$ cat src/rtl/chain_dump_collector.sv
`default_nettype none
// ============================================================================
// Module   : chain_dump_collector
// Purpose  : Deserializes shadow-capture scan chains into tagged words and
//            arbitrates them round-robin onto one valid/ready stream.
// Option   : CHAIN_COLLECT_PARITY_EN builds the registered word_par output.
// Revision : 1.0  initial release
// ============================================================================
module chain_dump_collector #(
    parameter int CHAINS = 6,
    parameter int WORD_W = 32
) (
    input  logic              clk,
    input  logic              rst,
    input  logic              start,
    output logic [CHAINS-1:0] dump_en,
    input  logic [CHAINS-1:0] chains_in,
    input  logic [CHAINS-1:0] chains_in_vld,
    input  logic [CHAINS-1:0] chains_in_done,
    output logic [WORD_W-1:0] word_out,
    output logic [3:0]        word_chain,
    output logic [6:0]        word_bits,
    output logic              word_last,
    output logic              word_par,
    output logic              word_vld,
    input  logic              word_rdy,
    output logic              busy,
    output logic              all_done,
    output logic [CHAINS-1:0] overflow
);
    localparam logic [6:0] FULL_CNT = 7'(WORD_W);

    logic [WORD_W-1:0] sh_q  [CHAINS];
    logic [WORD_W-1:0] sh_d  [CHAINS];
    logic [6:0]        cnt_q [CHAINS];
    logic [6:0]        cnt_d [CHAINS];
    logic [WORD_W-1:0] hd_q  [CHAINS];
    logic [WORD_W-1:0] hd_d  [CHAINS];
    logic [6:0]        hb_q  [CHAINS];
    logic [6:0]        hb_d  [CHAINS];
    logic [CHAINS-1:0] hf_q, hf_d, hl_q, hl_d;
    logic [CHAINS-1:0] flush_q, flush_d, fin_q, fin_d;
    logic [CHAINS-1:0] en_q, en_d, ovf_q, ovf_d;
    logic [3:0]        ptr_q, ptr_d;
    logic              busy_q, busy_d, done_q, done_d;
    logic              vld_q, vld_d, ol_q, ol_d;
    logic [WORD_W-1:0] od_q, od_d;
    logic [3:0]        oc_q, oc_d;
    logic [6:0]        ob_q, ob_d;

    logic              load_ok, gnt_vld, lo_vld, hi_vld, g_last;
    logic [3:0]        gnt_idx, lo_idx, hi_idx;
    logic [WORD_W-1:0] g_data;
    logic [6:0]        g_bits;

    // Round-robin: first full holding at or after the pointer, else wrap to the lowest.
    always_comb begin
        lo_vld = 1'b0;
        lo_idx = 4'd0;
        hi_vld = 1'b0;
        hi_idx = 4'd0;
        for (int i = CHAINS - 1; i >= 0; i--) begin
            if (hf_q[i]) begin
                lo_vld = 1'b1;
                lo_idx = 4'(i);
            end
            if (hf_q[i] && (4'(i) >= ptr_q)) begin
                hi_vld = 1'b1;
                hi_idx = 4'(i);
            end
        end
    end

    assign load_ok = !vld_q || word_rdy;
    assign gnt_vld = load_ok && (hi_vld || lo_vld);
    assign gnt_idx = hi_vld ? hi_idx : lo_idx;

    always_comb begin
        g_data = '0;
        g_bits = 7'd0;
        g_last = 1'b0;
        for (int i = 0; i < CHAINS; i++) begin
            if (gnt_idx == 4'(i)) begin
                g_data = hd_q[i];
                g_bits = hb_q[i];
                g_last = hl_q[i];
            end
        end
    end

    always_comb begin
        for (int i = 0; i < CHAINS; i++) begin
            sh_d[i]  = sh_q[i];
            cnt_d[i] = cnt_q[i];
            hd_d[i]  = hd_q[i];
            hb_d[i]  = hb_q[i];
        end
        hf_d    = hf_q;
        hl_d    = hl_q;
        flush_d = flush_q;
        fin_d   = fin_q;
        ovf_d   = ovf_q;
        en_d    = en_q & ~flush_q & ~fin_q;
        ptr_d   = ptr_q;
        busy_d  = busy_q;
        done_d  = done_q;
        vld_d   = vld_q;
        od_d    = od_q;
        oc_d    = oc_q;
        ob_d    = ob_q;
        ol_d    = ol_q;

        if (load_ok) begin
            vld_d = gnt_vld;
            if (gnt_vld) begin
                od_d  = g_data;
                oc_d  = gnt_idx;
                ob_d  = g_bits;
                ol_d  = g_last;
                ptr_d = (gnt_idx == 4'(CHAINS - 1)) ? 4'd0 : gnt_idx + 4'd1;
            end
        end

        for (int i = 0; i < CHAINS; i++) begin
            if (gnt_vld && (gnt_idx == 4'(i)))
                hf_d[i] = 1'b0;
            // A full shifter always moves before the terminator, so a done on
            // the last bit of a word still yields a separate empty last word.
            if (busy_q && !hf_d[i]) begin
                if (cnt_q[i] == FULL_CNT) begin
                    hf_d[i]  = 1'b1;
                    hd_d[i]  = sh_q[i];
                    hb_d[i]  = FULL_CNT;
                    hl_d[i]  = 1'b0;
                    sh_d[i]  = '0;
                    cnt_d[i] = 7'd0;
                end else if (flush_q[i]) begin
                    hf_d[i]    = 1'b1;
                    hd_d[i]    = sh_q[i];
                    hb_d[i]    = cnt_q[i];
                    hl_d[i]    = 1'b1;
                    sh_d[i]    = '0;
                    cnt_d[i]   = 7'd0;
                    flush_d[i] = 1'b0;
                    fin_d[i]   = 1'b1;
                end
            end
            if (en_q[i] && !flush_q[i] && !fin_q[i]) begin
                if (chains_in_vld[i]) begin
                    if (cnt_d[i] == FULL_CNT) begin
                        ovf_d[i] = 1'b1;
                    end else begin
                        for (int b = 0; b < WORD_W; b++) begin
                            if (cnt_d[i] == 7'(b))
                                sh_d[i][b] = chains_in[i];
                        end
                        cnt_d[i] = cnt_d[i] + 7'd1;
                    end
                end
                if (chains_in_done[i])
                    flush_d[i] = 1'b1;
            end
        end

        if (busy_q && (&fin_q) && !(|hf_q) && load_ok) begin
            busy_d = 1'b0;
            done_d = 1'b1;
        end

        if (!busy_q && start) begin
            busy_d  = 1'b1;
            done_d  = 1'b0;
            ovf_d   = '0;
            en_d    = '1;
            flush_d = '0;
            fin_d   = '0;
            hf_d    = '0;
            ptr_d   = 4'd0;
            vld_d   = 1'b0;
            for (int i = 0; i < CHAINS; i++) begin
                sh_d[i]  = '0;
                cnt_d[i] = 7'd0;
            end
        end
    end

    always_ff @(posedge clk) begin
        if (rst) begin
            for (int i = 0; i < CHAINS; i++) begin
                sh_q[i]  <= '0;
                cnt_q[i] <= 7'd0;
                hd_q[i]  <= '0;
                hb_q[i]  <= 7'd0;
            end
            hf_q    <= '0;
            hl_q    <= '0;
            flush_q <= '0;
            fin_q   <= '0;
            en_q    <= '0;
            ovf_q   <= '0;
            ptr_q   <= 4'd0;
            busy_q  <= 1'b0;
            done_q  <= 1'b0;
            vld_q   <= 1'b0;
            od_q    <= '0;
            oc_q    <= 4'd0;
            ob_q    <= 7'd0;
            ol_q    <= 1'b0;
        end else begin
            for (int i = 0; i < CHAINS; i++) begin
                sh_q[i]  <= sh_d[i];
                cnt_q[i] <= cnt_d[i];
                hd_q[i]  <= hd_d[i];
                hb_q[i]  <= hb_d[i];
            end
            hf_q    <= hf_d;
            hl_q    <= hl_d;
            flush_q <= flush_d;
            fin_q   <= fin_d;
            en_q    <= en_d;
            ovf_q   <= ovf_d;
            ptr_q   <= ptr_d;
            busy_q  <= busy_d;
            done_q  <= done_d;
            vld_q   <= vld_d;
            od_q    <= od_d;
            oc_q    <= oc_d;
            ob_q    <= ob_d;
            ol_q    <= ol_d;
        end
    end

`ifdef CHAIN_COLLECT_PARITY_EN
    logic par_q;

    // Bits above the valid count are always zero, so a full-width XOR suffices.
    always_ff @(posedge clk) begin
        if (rst)
            par_q <= 1'b0;
        else if (gnt_vld)
            par_q <= ^g_data;
    end

    assign word_par = par_q;
`else
    assign word_par = 1'b0;
`endif

    assign dump_en    = en_q;
    assign word_out   = od_q;
    assign word_chain = oc_q;
    assign word_bits  = ob_q;
    assign word_last  = ol_q;
    assign word_vld   = vld_q;
    assign busy       = busy_q;
    assign all_done   = done_q;
    assign overflow   = ovf_q;

endmodule
`default_nettype wire

$ cat config.mk
export PLATFORM = sky130hd
export DESIGN_NAME = chain_dump_collector
export DESIGN_NICKNAME = d
export VERILOG_FILES = /design/src/rtl/chain_dump_collector.sv
export SDC_FILE = /design/constraint.sdc
export NUM_CORES = 1
export LEC_CHECK = 0
export ABC_CLOCK_PERIOD_IN_PS = 12490
export BUFFER_PORTS_ARGS = -buffer_cell sky130_fd_sc_hd__buf_2
export CORE_MARGIN = 2
export CORE_UTILIZATION = 45
export DETAILED_ROUTE_END_ITERATION = 10
export HOLD_SLACK_MARGIN = 0.12
export PLACE_DENSITY = 0.67
export SETUP_SLACK_MARGIN = 0.4
export SLEW_MARGIN = 10
export SYNTH_ARGS = -nofsm -noshare
export SYNTH_HDL_FRONTEND = slang
export SYNTH_SLANG_ARGS = --single-unit
$ cat constraint.sdc
create_clock -name clk -period 12.49 [get_ports clk]
set_input_delay 1.8735 -clock clk [delete_from_list [all_inputs] [get_ports clk]]
set_output_delay 1.8735 -clock clk [all_outputs]
set_load 0.02 [all_outputs]
==> flow_summary.ini <==
[synth]
yosysTopAreaCell = dfxtp_1
synth.distinct_cells = 74
synthCells = 2950
synth_top_family_by_area = simple AND/OR/NAND/NOR gates
synth.area.mux_share = 0.0747
synth_edf_count = 0
synthAdderAreaFrac = 0.0120
synth_area_per_cell_um2 = 8.15
netlist_top_cells_area = dfxtp_1, nand2_1, mux2i_1, a21oi_1, clkbuf_1
synth_compound_area_frac = 0.187
yosysWarnings = 0
synth_most_common_cell = nand2_1
synth-simple-area-share = 0.208
synthTopCellsByCount = nand2_1, dfxtp_1, a21oi_1
ys_seq_elements = 554
ys_async_sr_fraction = 0
yosysTopAreaCellShare = 0.461
ys.flop_type = dfxtp_1
seq_area_frac_synth = 0.461
synth_area_mm2 = 0.0240
synth_xor_area_frac = 0.0117

[timing]
final_max_slew_viol_count = 0
timing.fmax_mhz = 176
setup_tns_ps = 0
hold_viol = 0
relSlewSlack = 0.104
finalCritPeriodShare = 0.455
rsz0062_at_grt = no
tightest_slew_ps = 1330
setup_viol = 0
whs_ps = 424
fin_worst_skew_ps = 46.0
fin_crit_ps = 5680

[worst_setup_path]
path_cells = nand2b_1 -> a221o_1 -> a22oi_1 -> a21oi_4 -> buf_4 -> nor2_1 -> ha_2 -> inv_1 -> o21ai_1 -> o211ai_1 -> buf_4 -> a2111oi_0 -> buf_4 -> and2_1 -> a31oi_1 -> a41oi_1 -> nor2_1
r2r_slack_ps = 6810
cp_num_buf_inv = 4
slowest_stage = o21ai_1
endpoint_kind = flop
worstPathRequired_ps = 12970
max_stage_delay_ps = 740
crit_path_frequent_cell = buf_4
worstPathMaxFanout = 75
critical_path.top_delay_family = compound AO/OA/AOI/OAI gates
critPathLaunchType = flop
cp.arrival_ps = 6170
setup.worst_path.class = flop to flop

[placement]
dp.final_hpwl_um = 52400
gp_congestion = 0.899
io_buffers = 79

[clock_network]
clock-sinks = 554
cts-root-buf = clkbuf_16
cts_tree = built
clk_latency_ps = 640
cts_buffers = 57
cts_setup_buffers = 0
cts_resized = 0
clk_pin_slew_ps = 60
cts_max_level = 2
ctsHoldBuffers = 0
clock_path_buffers = 3

[pwr]
powerDensity_mw_per_mm2 = 138
p_leak_uw = 0.00936
power.total_uw = 3660
peakVddDrop_mv = 0.116

[hold_path]
worstHoldPathType = flop to flop

[die]
io_pins = 82
die_area_mm2 = 0.0553
die_x_um = 235
rows = 84
coreArea_mm2 = 0.0527
die_h_um = 235
start_util = 0.457

[drt]
vias = 21600
route.detailed.drc = 0
firstDrtPassIters = 6
avgViaCountPerCell = 5.98
routedWlPerCell_um = 21.0
final_antenna_net_count = 0
drt_iter0_drc = 2212
drt_wl_total_um = 75600

[flow_run]
cap_violations = 0

[run_status]
status = completed

[global_routing]
track_usage = 0.264
antenna_found_initial = 1
grt_max_degree = 114
grt_first_pass_wirelength_um = 116000
grt-ovfl-total = 0
grt_pass1_vias = 19600

[layout]
area_growth_pct = 10.4
insertedDiodeCount = 0
layout-drive-gt1-share = 0.0777
nets = 2922
-- worst paths after layout --
| path | start | end | cells after the start |
|---|---|---|---|
| setup / recovery | hf_q[5] | sh_q[3][28] | 17 |
| hold / removal | sh_q[4][2] | hd_q[4][2] | 2 |
| setup reg to reg | hf_q[5] | sh_q[3][28] | 17 |
| hold reg to reg | sh_q[4][2] | hd_q[4][2] | 2 |
-- metrics by stage --
stage                util  setup slack, ps  cells  cell area, um^2
finish              0.504             6810   3609            26600
CTS                 0.504             6930   3609            26600
floorplan               -             7660   2951            24100
global route        0.504             6510   3609            26600
detailed placement  0.469             6950   3506            24700
global placement    0.469             7140   3506            24700
-- placed cells by master (no fill, tap or decap), types with 7 or more instances in the layout --
cell,netlist,layout
mux2i_1,176,176
o21a_1,8,8
o211ai_1,42,42
inv_1,38,38
o41ai_1,40,40
a41oi_1,7,7
dfxtp_1,554,554
clkbuf_8,0,11
buf_2,19,78
xor2_1,16,16
and2_1,16,16
a21oi_1,299,294
and3_1,14,14
clkbuf_1,205,19
ha_1,23,22
o311ai_1,26,26
clkinv_2,0,8
o31ai_1,43,43
nor4_1,8,8
a311oi_1,8,8
o21ai_1,10,9
nand3_1,118,118
nand2b_1,53,51
buf_4,2,31
a21o_1,8,7
nand2_1,620,619
nor2_1,200,198
nor3_1,53,53
nor2b_1,12,12
clkbuf_16,0,58
xnor2_1,16,16
o311ai_0,14,14
a31oi_1,56,56
nand4_1,32,32
o21ai_0,122,122
-- state kept, by name, indices dropped and copies added (netlist names), 7 cells and up --
name	count
word_out	32
hb_q	42
sh_q	192
word_bits	7
cnt_q	42
hd_q	192
-- power breakdown --
group          switching (uW)  internal [uW]  leakage, uW
logic                     128           35.2      0.00399
clock network             729            983     0.000911
registers                8.33           1770      0.00446
-- per-layer routing --
layer	routed length, um	global-route usage	vias up
met2	32700	0.396	853
met4	3520	0.121	2
met3	6090	0.0496	156
li1	-	-	10200
met5	14	0	-
met1	33400	0.368	10400
-- cells by family (layout without fill, tap and decap cells) --
logic type,after synthesis,after routing
XOR/XNOR,32,32
other,1,2
flip-flops,554,554
adder cells (fa/ha/maj),23,23
AO/OA/AOI/OAI,724,724
multiplexers,179,179
buffers and inverters,282,252
AND/OR/NAND/NOR,1155,1155
-- worst register-to-register path, cell delays in order (launching register included) --
cell and delay, ps:
dfxtp_1 520, nand2b_1 90, a221o_1 290, a22oi_1 630, a21oi_4 20, buf_4 310
nor2_1 180, ha_2 220, inv_1 60, o21ai_1 740, o211ai_1 200, buf_4 390
a2111oi_0 530, buf_4 210, and2_1 710, a31oi_1 190, a41oi_1 210, nor2_1 60
-- final cells by class --
type | count | area (um^2)
clock buffers | 88 | 1670
clock inverters | 15 | 185
fillers | 4981 | 26100
inverters | 39 | 146
multi-input cells | 2115 | 12000
flip-flops and latches | 554 | 11100
well taps | 688 | 861
repair buffers | 110 | 638
(Power assumes the default switching activity.)
